$ cat src/rtl/btb_update_queue_pkg.sv
// Frontend types shared by the BTB update queue
// and the backend training path.
package btb_update_queue_pkg;

  localparam int VADDR_SIZE = 39;

  typedef struct packed {
    logic                  en;
    logic                  is_rvc;
    logic [1:0]            br_type;
    logic [VADDR_SIZE-1:0] target;
  } BTBEntry;

  typedef struct packed {
    logic [VADDR_SIZE-1:0] start_addr;
    BTBEntry               entry;
  } BtbUpdReq;

endpackage

$ cat src/rtl/btb_update_queue_if.sv
// Training request / BTB write bundle of the
// BTB update queue.
interface btb_update_queue_if #(
  parameter int CNT_W = 16
);
  import btb_update_queue_pkg::*;

  logic                  upd_valid;
  logic [VADDR_SIZE-1:0] upd_start_addr;
  BTBEntry               upd_entry;
  logic                  wr_block;
  logic                  btb_update;
  logic [VADDR_SIZE-1:0] btb_start_addr;
  BTBEntry               btb_entry;
  logic                  full;
  logic [CNT_W-1:0]      drop_cnt;

  modport master (
    output upd_valid, upd_start_addr, upd_entry,
    output wr_block,
    input  btb_update, btb_start_addr, btb_entry,
    input  full, drop_cnt
  );

  modport slave (
    input  upd_valid, upd_start_addr, upd_entry,
    input  wr_block,
    output btb_update, btb_start_addr, btb_entry,
    output full, drop_cnt
  );

endinterface

$ cat src/rtl/btb_update_queue_match.sv
// Address match of an incoming request against the
// queued slots, excluding the slot being popped.
module btb_upd_match
  import btb_update_queue_pkg::*;
#(
  parameter int DEPTH = 4
) (
  input  logic [DEPTH-1:0]      valid,
  input  logic [VADDR_SIZE-1:0] addrs [DEPTH],
  input  logic [VADDR_SIZE-1:0] addr,
  input  logic [DEPTH-1:0]      pop_mask,
  output logic [DEPTH-1:0]      hit,
  output logic                  hit_any
);

  always_comb begin
    hit = '0;
    for (int i = 0; i < DEPTH; i++) begin
      hit[i] = valid[i] & ~pop_mask[i] &
               (addrs[i] == addr);
    end
  end

  assign hit_any = |hit;

endmodule

$ cat src/rtl/btb_update_queue.sv
// Coalescing FIFO of BTB training requests, issuing
// one BTB write per cycle from the head slot.
module btb_update_queue
  import btb_update_queue_pkg::*;
#(
  parameter int DEPTH = 4,
  parameter int CNT_W = 16
) (
  input  logic clk,
  input  logic rst,
  btb_update_queue_if.slave bus
);

  localparam int PW = $clog2(DEPTH);
  localparam int CW = PW + 1;
  localparam logic [CW-1:0] FULL_CNT = CW'(DEPTH);

  logic [DEPTH-1:0]      valid;
  BtbUpdReq              slot [DEPTH];
  logic [PW-1:0]         head;
  logic [PW-1:0]         tail;
  logic [CW-1:0]         count;
  logic [CNT_W-1:0]      drops;

  logic                  head_valid;
  logic                  pop;
  logic                  req;
  logic                  enq;
  logic                  drop;
  logic                  hit_any;
  logic [DEPTH-1:0]      hit;
  logic [DEPTH-1:0]      pop_mask;
  logic [VADDR_SIZE-1:0] addrs [DEPTH];
  BtbUpdReq              req_in;

  assign head_valid = valid[head];
  assign pop  = head_valid & ~bus.wr_block;
  assign req  = bus.upd_valid & bus.upd_entry.en;
  assign enq  = req & ~hit_any &
                ((count != FULL_CNT) | pop);
  assign drop = req & ~hit_any & ~enq;

  assign req_in.start_addr = bus.upd_start_addr;
  assign req_in.entry      = bus.upd_entry;

  always_comb begin
    pop_mask = '0;
    for (int i = 0; i < DEPTH; i++) begin
      pop_mask[i] = pop & (head == PW'(i));
      addrs[i]    = slot[i].start_addr;
    end
  end

  btb_upd_match #(
    .DEPTH (DEPTH)
  ) u_match (
    .valid    (valid),
    .addrs    (addrs),
    .addr     (bus.upd_start_addr),
    .pop_mask (pop_mask),
    .hit      (hit),
    .hit_any  (hit_any)
  );

  always_ff @(posedge clk or posedge rst) begin
    if (rst) begin
      valid <= '0;
      head  <= '0;
      tail  <= '0;
      count <= '0;
      drops <= '0;
    end else begin
      // a full-queue pop frees the slot the enqueue reuses
      for (int i = 0; i < DEPTH; i++) begin
        if (pop_mask[i])
          valid[i] <= 1'b0;
        if (enq && tail == PW'(i))
          valid[i] <= 1'b1;
      end
      if (pop)
        head <= head + PW'(1);
      if (enq)
        tail <= tail + PW'(1);
      unique case ({enq, pop})
        2'b10:   count <= count + CW'(1);
        2'b01:   count <= count - CW'(1);
        default: count <= count;
      endcase
      if (drop && drops != '1)
        drops <= drops + CNT_W'(1);
    end
  end

  always_ff @(posedge clk) begin
    for (int i = 0; i < DEPTH; i++) begin
      if (enq && tail == PW'(i))
        slot[i] <= req_in;
      else if (req && hit[i])
        slot[i].entry <= bus.upd_entry;
    end
  end

  assign bus.btb_update     = pop;
  assign bus.btb_start_addr = slot[head].start_addr;
  assign bus.btb_entry      = slot[head].entry;
  assign bus.full           = (count == FULL_CNT);
  assign bus.drop_cnt       = drops;

endmodule

$ cat src/flat_wrapper.sv
// flat-port wrapper written by rule: the top's interface ports become plain ports
module btb_update_queue_flat import btb_update_queue_pkg::*;
#(
  parameter int DEPTH = 4,
  parameter int CNT_W = 16
)
  (clk, rst, bus_upd_valid, bus_upd_start_addr, bus_upd_entry, bus_wr_block, bus_btb_update, bus_btb_start_addr, bus_btb_entry, bus_full, bus_drop_cnt);
  btb_update_queue_if #(.CNT_W(CNT_W)) bus_i ();
  input  logic clk;
  input  logic rst;
  input wire logic [$bits(bus_i.upd_valid)-1:0] bus_upd_valid;
  input wire logic [$bits(bus_i.upd_start_addr)-1:0] bus_upd_start_addr;
  input wire logic [$bits(bus_i.upd_entry)-1:0] bus_upd_entry;
  input wire logic [$bits(bus_i.wr_block)-1:0] bus_wr_block;
  output wire logic [$bits(bus_i.btb_update)-1:0] bus_btb_update;
  output wire logic [$bits(bus_i.btb_start_addr)-1:0] bus_btb_start_addr;
  output wire logic [$bits(bus_i.btb_entry)-1:0] bus_btb_entry;
  output wire logic [$bits(bus_i.full)-1:0] bus_full;
  output wire logic [$bits(bus_i.drop_cnt)-1:0] bus_drop_cnt;
  assign bus_i.upd_valid = bus_upd_valid;
  assign bus_i.upd_start_addr = bus_upd_start_addr;
  assign bus_i.upd_entry = bus_upd_entry;
  assign bus_i.wr_block = bus_wr_block;
  assign bus_btb_update = bus_i.btb_update;
  assign bus_btb_start_addr = bus_i.btb_start_addr;
  assign bus_btb_entry = bus_i.btb_entry;
  assign bus_full = bus_i.full;
  assign bus_drop_cnt = bus_i.drop_cnt;
  btb_update_queue #(.DEPTH(DEPTH), .CNT_W(CNT_W)) u_core (.clk(clk), .rst(rst), .bus(bus_i));
endmodule
$ cat config.mk
export PLATFORM = sky130hd
export DESIGN_NAME = btb_update_queue_flat
export DESIGN_NICKNAME = d
export VERILOG_FILES = /design/src/rtl/btb_update_queue_pkg.sv /design/src/rtl/btb_update_queue_if.sv /design/src/rtl/btb_update_queue_match.sv /design/src/rtl/btb_update_queue.sv /design/src/flat_wrapper.sv
export SDC_FILE = /design/constraint.sdc
export NUM_CORES = 1
export LEC_CHECK = 0
export BUFFER_PORTS_ARGS = -buffer_cell sky130_fd_sc_hd__buf_4
export CAP_MARGIN = 10
export CORE_ASPECT_RATIO = 0.75
export CORE_UTILIZATION = 35
export DETAILED_ROUTE_END_ITERATION = 10
export REMOVE_ABC_BUFFERS = 1
export SLEW_MARGIN = 0
export SYNTH_ARGS = -nofsm -noshare
export SYNTH_HDL_FRONTEND = slang
export SYNTH_SLANG_ARGS = --single-unit
$ cat constraint.sdc
create_clock -name clk -period 5.4 [get_ports clk]
set_clock_uncertainty 0.15 [all_clocks]
set_input_delay 1.35 -clock clk [delete_from_list [all_inputs] [get_ports clk]]
set_output_delay 1.35 -clock clk [all_outputs]
set_load 0.02 [all_outputs]
==> run metrics <==
cell with the largest stage delay on the worst path=a2111oi_0; synthesized instance count=around 850; detailed-router iteration count before antenna repair=7; run status=finished, final reports clean; largest net degree at the start of global routing=66; number of sinks on the clock net=~360; global-route wire length before repair=approximately 55 mm; fin cells=around 1.7k; sequential cell fraction of total power=40.1%; residual overflow from global routing=0; critical path class=register to register; highest net fanout along the worst path=43; CP Data Required Time=around 5400 ps; highest ir drop seen on vdd=around 270 uV; area share of the largest cell type after synthesis=approximately 64%; CTS Buffer Depth=3; leading register cell type out of synthesis=edfxtp_1; maximum clock rate=0.217 GHz; leading area contributor after synthesis=edfxtp_1; launch point of the worst reg-to-reg path=u_core.head[0]$_DFFE_PP0P_; GP Congestion=~0.8; antenna fix cells=0; number of distinct library cell variants in the gate-level netlist after synthesis=44; count of antenna-violating nets left after detailed routing=0; worst reg2reg endpoint=u_core.slot[3][32]$_DFFE_PP_; Max stage delay on crit path=about 830 ps; CTS Root Buffer Type=clkbuf_16; half-perimeter wire length of the detailed placement result=roughly 24 mm; die height=around 180 um; number of vias in the routed layout=8,247; internal power=just over 6 mW; fraction of registers with async set/reset=under 10%; Switching Power=2.87 mW; count of buffers added by post-CTS timing repair for setup=0; Clk pwr share=between 20% and 30%; worst hold path startpoint=u_core.bus.drop_cnt[8]$_DFFE_PP0P_; H-tree depth reported by CTS=2; Register-to-Register Setup Slack=780 ps; part of the total power dissipated in combinational logic=about a third; post-DR vias/cell=4.96; data arrival time of the worst path=4660 ps; post-layout minimum cycle time=approximately 4600 ps; unrepaired setup endpoints after global routing=no; PortBufs=roughly 190; FF+latch count, synth=~360; average wire length per cell after detail routing=22.0 um; endpoints failing setup=0; boundary pin count=around 190; switching share of total power=32.1%; endpoint of the worst hold-timing path=u_core.bus.drop_cnt[8]$_DFFE_PP0P_; Routed WL=between 30 and 40 mm; Reg clk slew, reported paths=around 60 ps; global-route usage over all layers=approximately 16%; Critical Path Start Type=register; final hold violation count=0; die area=around 45,000 um^2; netlist area before placement=between 15,000 and 20,000 um^2; Min-Delay Path Class=register to register; number of global-route vias before repair=between 8k and 9k; Die Wd=about 240 um; cell count of the worst hold path=1; worst-case hold slack=about 360 ps; number of maximum-capacitance constraint violations=0; initial standard-cell utilization of the core=35.5%; Area Growth Syn to Fin=21.8%; NumNets Final=about 1.2k; endpoint kind of the worst setup timing path=register; number of buffers added to fix hold violations after cts=0; drt drc=0; TritonCTS clock tree=done; count of final max-slew check failures=0; count of cells resized by post-cts repair=0; headroom to the max-slew limit=a little over 30%; proportion of layout cells with a drive suffix above 1=32.7%; placed cell count=between 1.5k and 2k; final period utilization=85.5%; number of buffers created by CTS=38; power per cell area=roughly 480 nW/um^2; Ys Warns=0; Detailed Route Iter0 Violations=around 640; Rows=between 60 and 70; area inside the core boundary=~43,000 um^2; leakage power figure=approximately 6.4 nW; transition time at the pin with the least slew margin=approximately 1000 ps; crit path cell chain=mux4_2, nand2b_1, inv_4, a2111oi_0, nand4_1, and3b_4, and2_4, nand3_1, o21ai_4, buf_4; clock latency at the later pin of the worst-skew pair=roughly 530 ps; largest cells by area after synthesis=edfxtp_1, mux4_2, xnor2_1; Post-Syn Area per Cell=18.1 um^2; antenna violations before repair=0; share of synthesized area occupied by flip-flops and latches=68.6%; cell depth of the worst flop-to-flop path=10; number of enable-type register cells in the synthesized netlist=about 330
logic make-up after synthesis:
group / after synthesis / share of synthesized area, %
muxes: 88 / 12.5
DFF: 355 / 68.6
and+or+nand+nor: 161 / 6.27
buffers and inverters: 44 / 1.20
xor gates and xnor gates: 172 / 9.82
adders and majority gates: 10 / 0.865
AOI/OAI and AO/OA: 18 / 0.710
final cells by class:
type | count | area [um^2]
Fill cell | 3891 | 24600
Sequential cell | 355 | 10500
Multi-Input combinational cell | 449 | 4670
Timing Repair Buffer | 198 | 1510
Clock buffer | 42 | 966
Tap cell | 578 | 723
Clock inverter | 25 | 230
Inverter | 15 | 58.8
stage by stage:
| stage | utilization, % | instance area, um^2 | setup TNS, ps | setup slack, ps | total power, mW |
|---|---|---|---|---|---|
| 6_report | 43.2 | 18700 | 0 | 782 | 8.95 |
| 4_1_cts | 43.2 | 18700 | 0 | 771 | 9.09 |
| 3_3_place_gp | 40.4 | 17500 | 0 | 481 | 6.53 |
| 5_1_grt | 43.2 | 18700 | 0 | 538 | 9.35 |
| 2_1_floorplan | - | 15200 | -792100 | -3220 | 5.40 |
| 3_5_place_dp | 40.4 | 17500 | 0 | 438 | 6.54 |
cell usage after synthesis, types with 2 or more instances:
library cell / number
a2111oi_0: 2
a21oi_1: 4
a21oi_2: 2
and2_1: 47
and3_1: 7
and4_1: 3
buf_1: 12
buf_2: 4
clkbuf_1: 11
dfrtp_1: 27
edfxtp_1: 328
ha_1: 9
inv_1: 14
mux2i_1: 3
mux4_2: 83
nand2_1: 11
nand3_1: 15
nand4_1: 40
nor2_1: 8
nor2b_1: 2
nor3_1: 3
nor4_1: 14
o21ai_0: 5
o21ai_1: 3
or3_1: 2
xnor2_1: 131
xor2_1: 41
power by group through the flow:
| stage | clock network (mW) | registers (mW) | logic [mW] |
|---|---|---|---|
| 2_1_floorplan | 0 | 3.73 | 1.66 |
| 3_3_place_gp | 0 | 3.65 | 2.88 |
| 3_5_place_dp | 0 | 3.66 | 2.89 |
| 4_1_cts | 2.59 | 3.60 | 2.90 |
| 5_1_grt | 2.70 | 3.63 | 3.02 |
| 6_report | 2.52 | 3.59 | 2.83 |
placed cells by master, fill, tap and decap left out, types with 8 or more instances in the layout:
cell / synthesis / layout
and2_1: 47 / 47
buf_4: 1 / 196
clkbuf_16: 0 / 38
clkinv_2: 0 / 11
dfrtp_1: 27 / 25
edfxtp_1: 328 / 328
ha_1: 9 / 9
inv_1: 14 / 13
mux4_2: 83 / 83
nand2_1: 11 / 10
nand3_1: 15 / 15
nand4_1: 40 / 40
nor2_1: 8 / 8
nor4_1: 14 / 14
xnor2_1: 131 / 131
xor2_1: 41 / 41
sequential cells by signal (all words and copies together), names as in the netlist:
| name | count |
|---|---|
| u_core.tail | 2 |
| u_core.slot | 328 |
| u_core.head | 2 |
| u_core.count | 3 |
| u_core.valid | 4 |
| u_core.bus.drop_cnt | 16 |
layer usage:
metal  GRT usage (%)  wire length [um]
met5               0                 0
met4            4.08               667
met3            4.45              2620
met2            24.4             16600
met1            23.6             16700
critical path, delay by kind of cell (launching register included):
| kind | cells | cell delay (ps) |
|---|---|---|
| and+or+nand+nor | 5 | 1440 |
| buffers and inverters | 2 | 420 |
| AOI/OAI and AO/OA | 2 | 900 |
| muxes | 1 | 560 |
| DFF | 1 | 750 |
worst max path at each step:
stage                                    start                           end  slack [ps]  depth (start not counted)
finish              u_core.head[0]$_DFFE_PP0P_  u_core.slot[3][32]$_DFFE_PP_         780                         10
CTS                 u_core.head[0]$_DFFE_PP0P_  u_core.slot[3][32]$_DFFE_PP_         770                         10
floorplan           u_core.head[0]$_DFFE_PP0P_   u_core.slot[3][0]$_DFFE_PP_       -3220                          6
global route        u_core.head[0]$_DFFE_PP0P_  u_core.slot[3][46]$_DFFE_PP_         540                         10
global placement        bus_upd_start_addr[10]  u_core.slot[3][32]$_DFFE_PP_         480                         10
detailed placement      bus_upd_start_addr[10]  u_core.slot[3][25]$_DFFE_PP_         440                         10
Power figures use the tool's default switching activity.
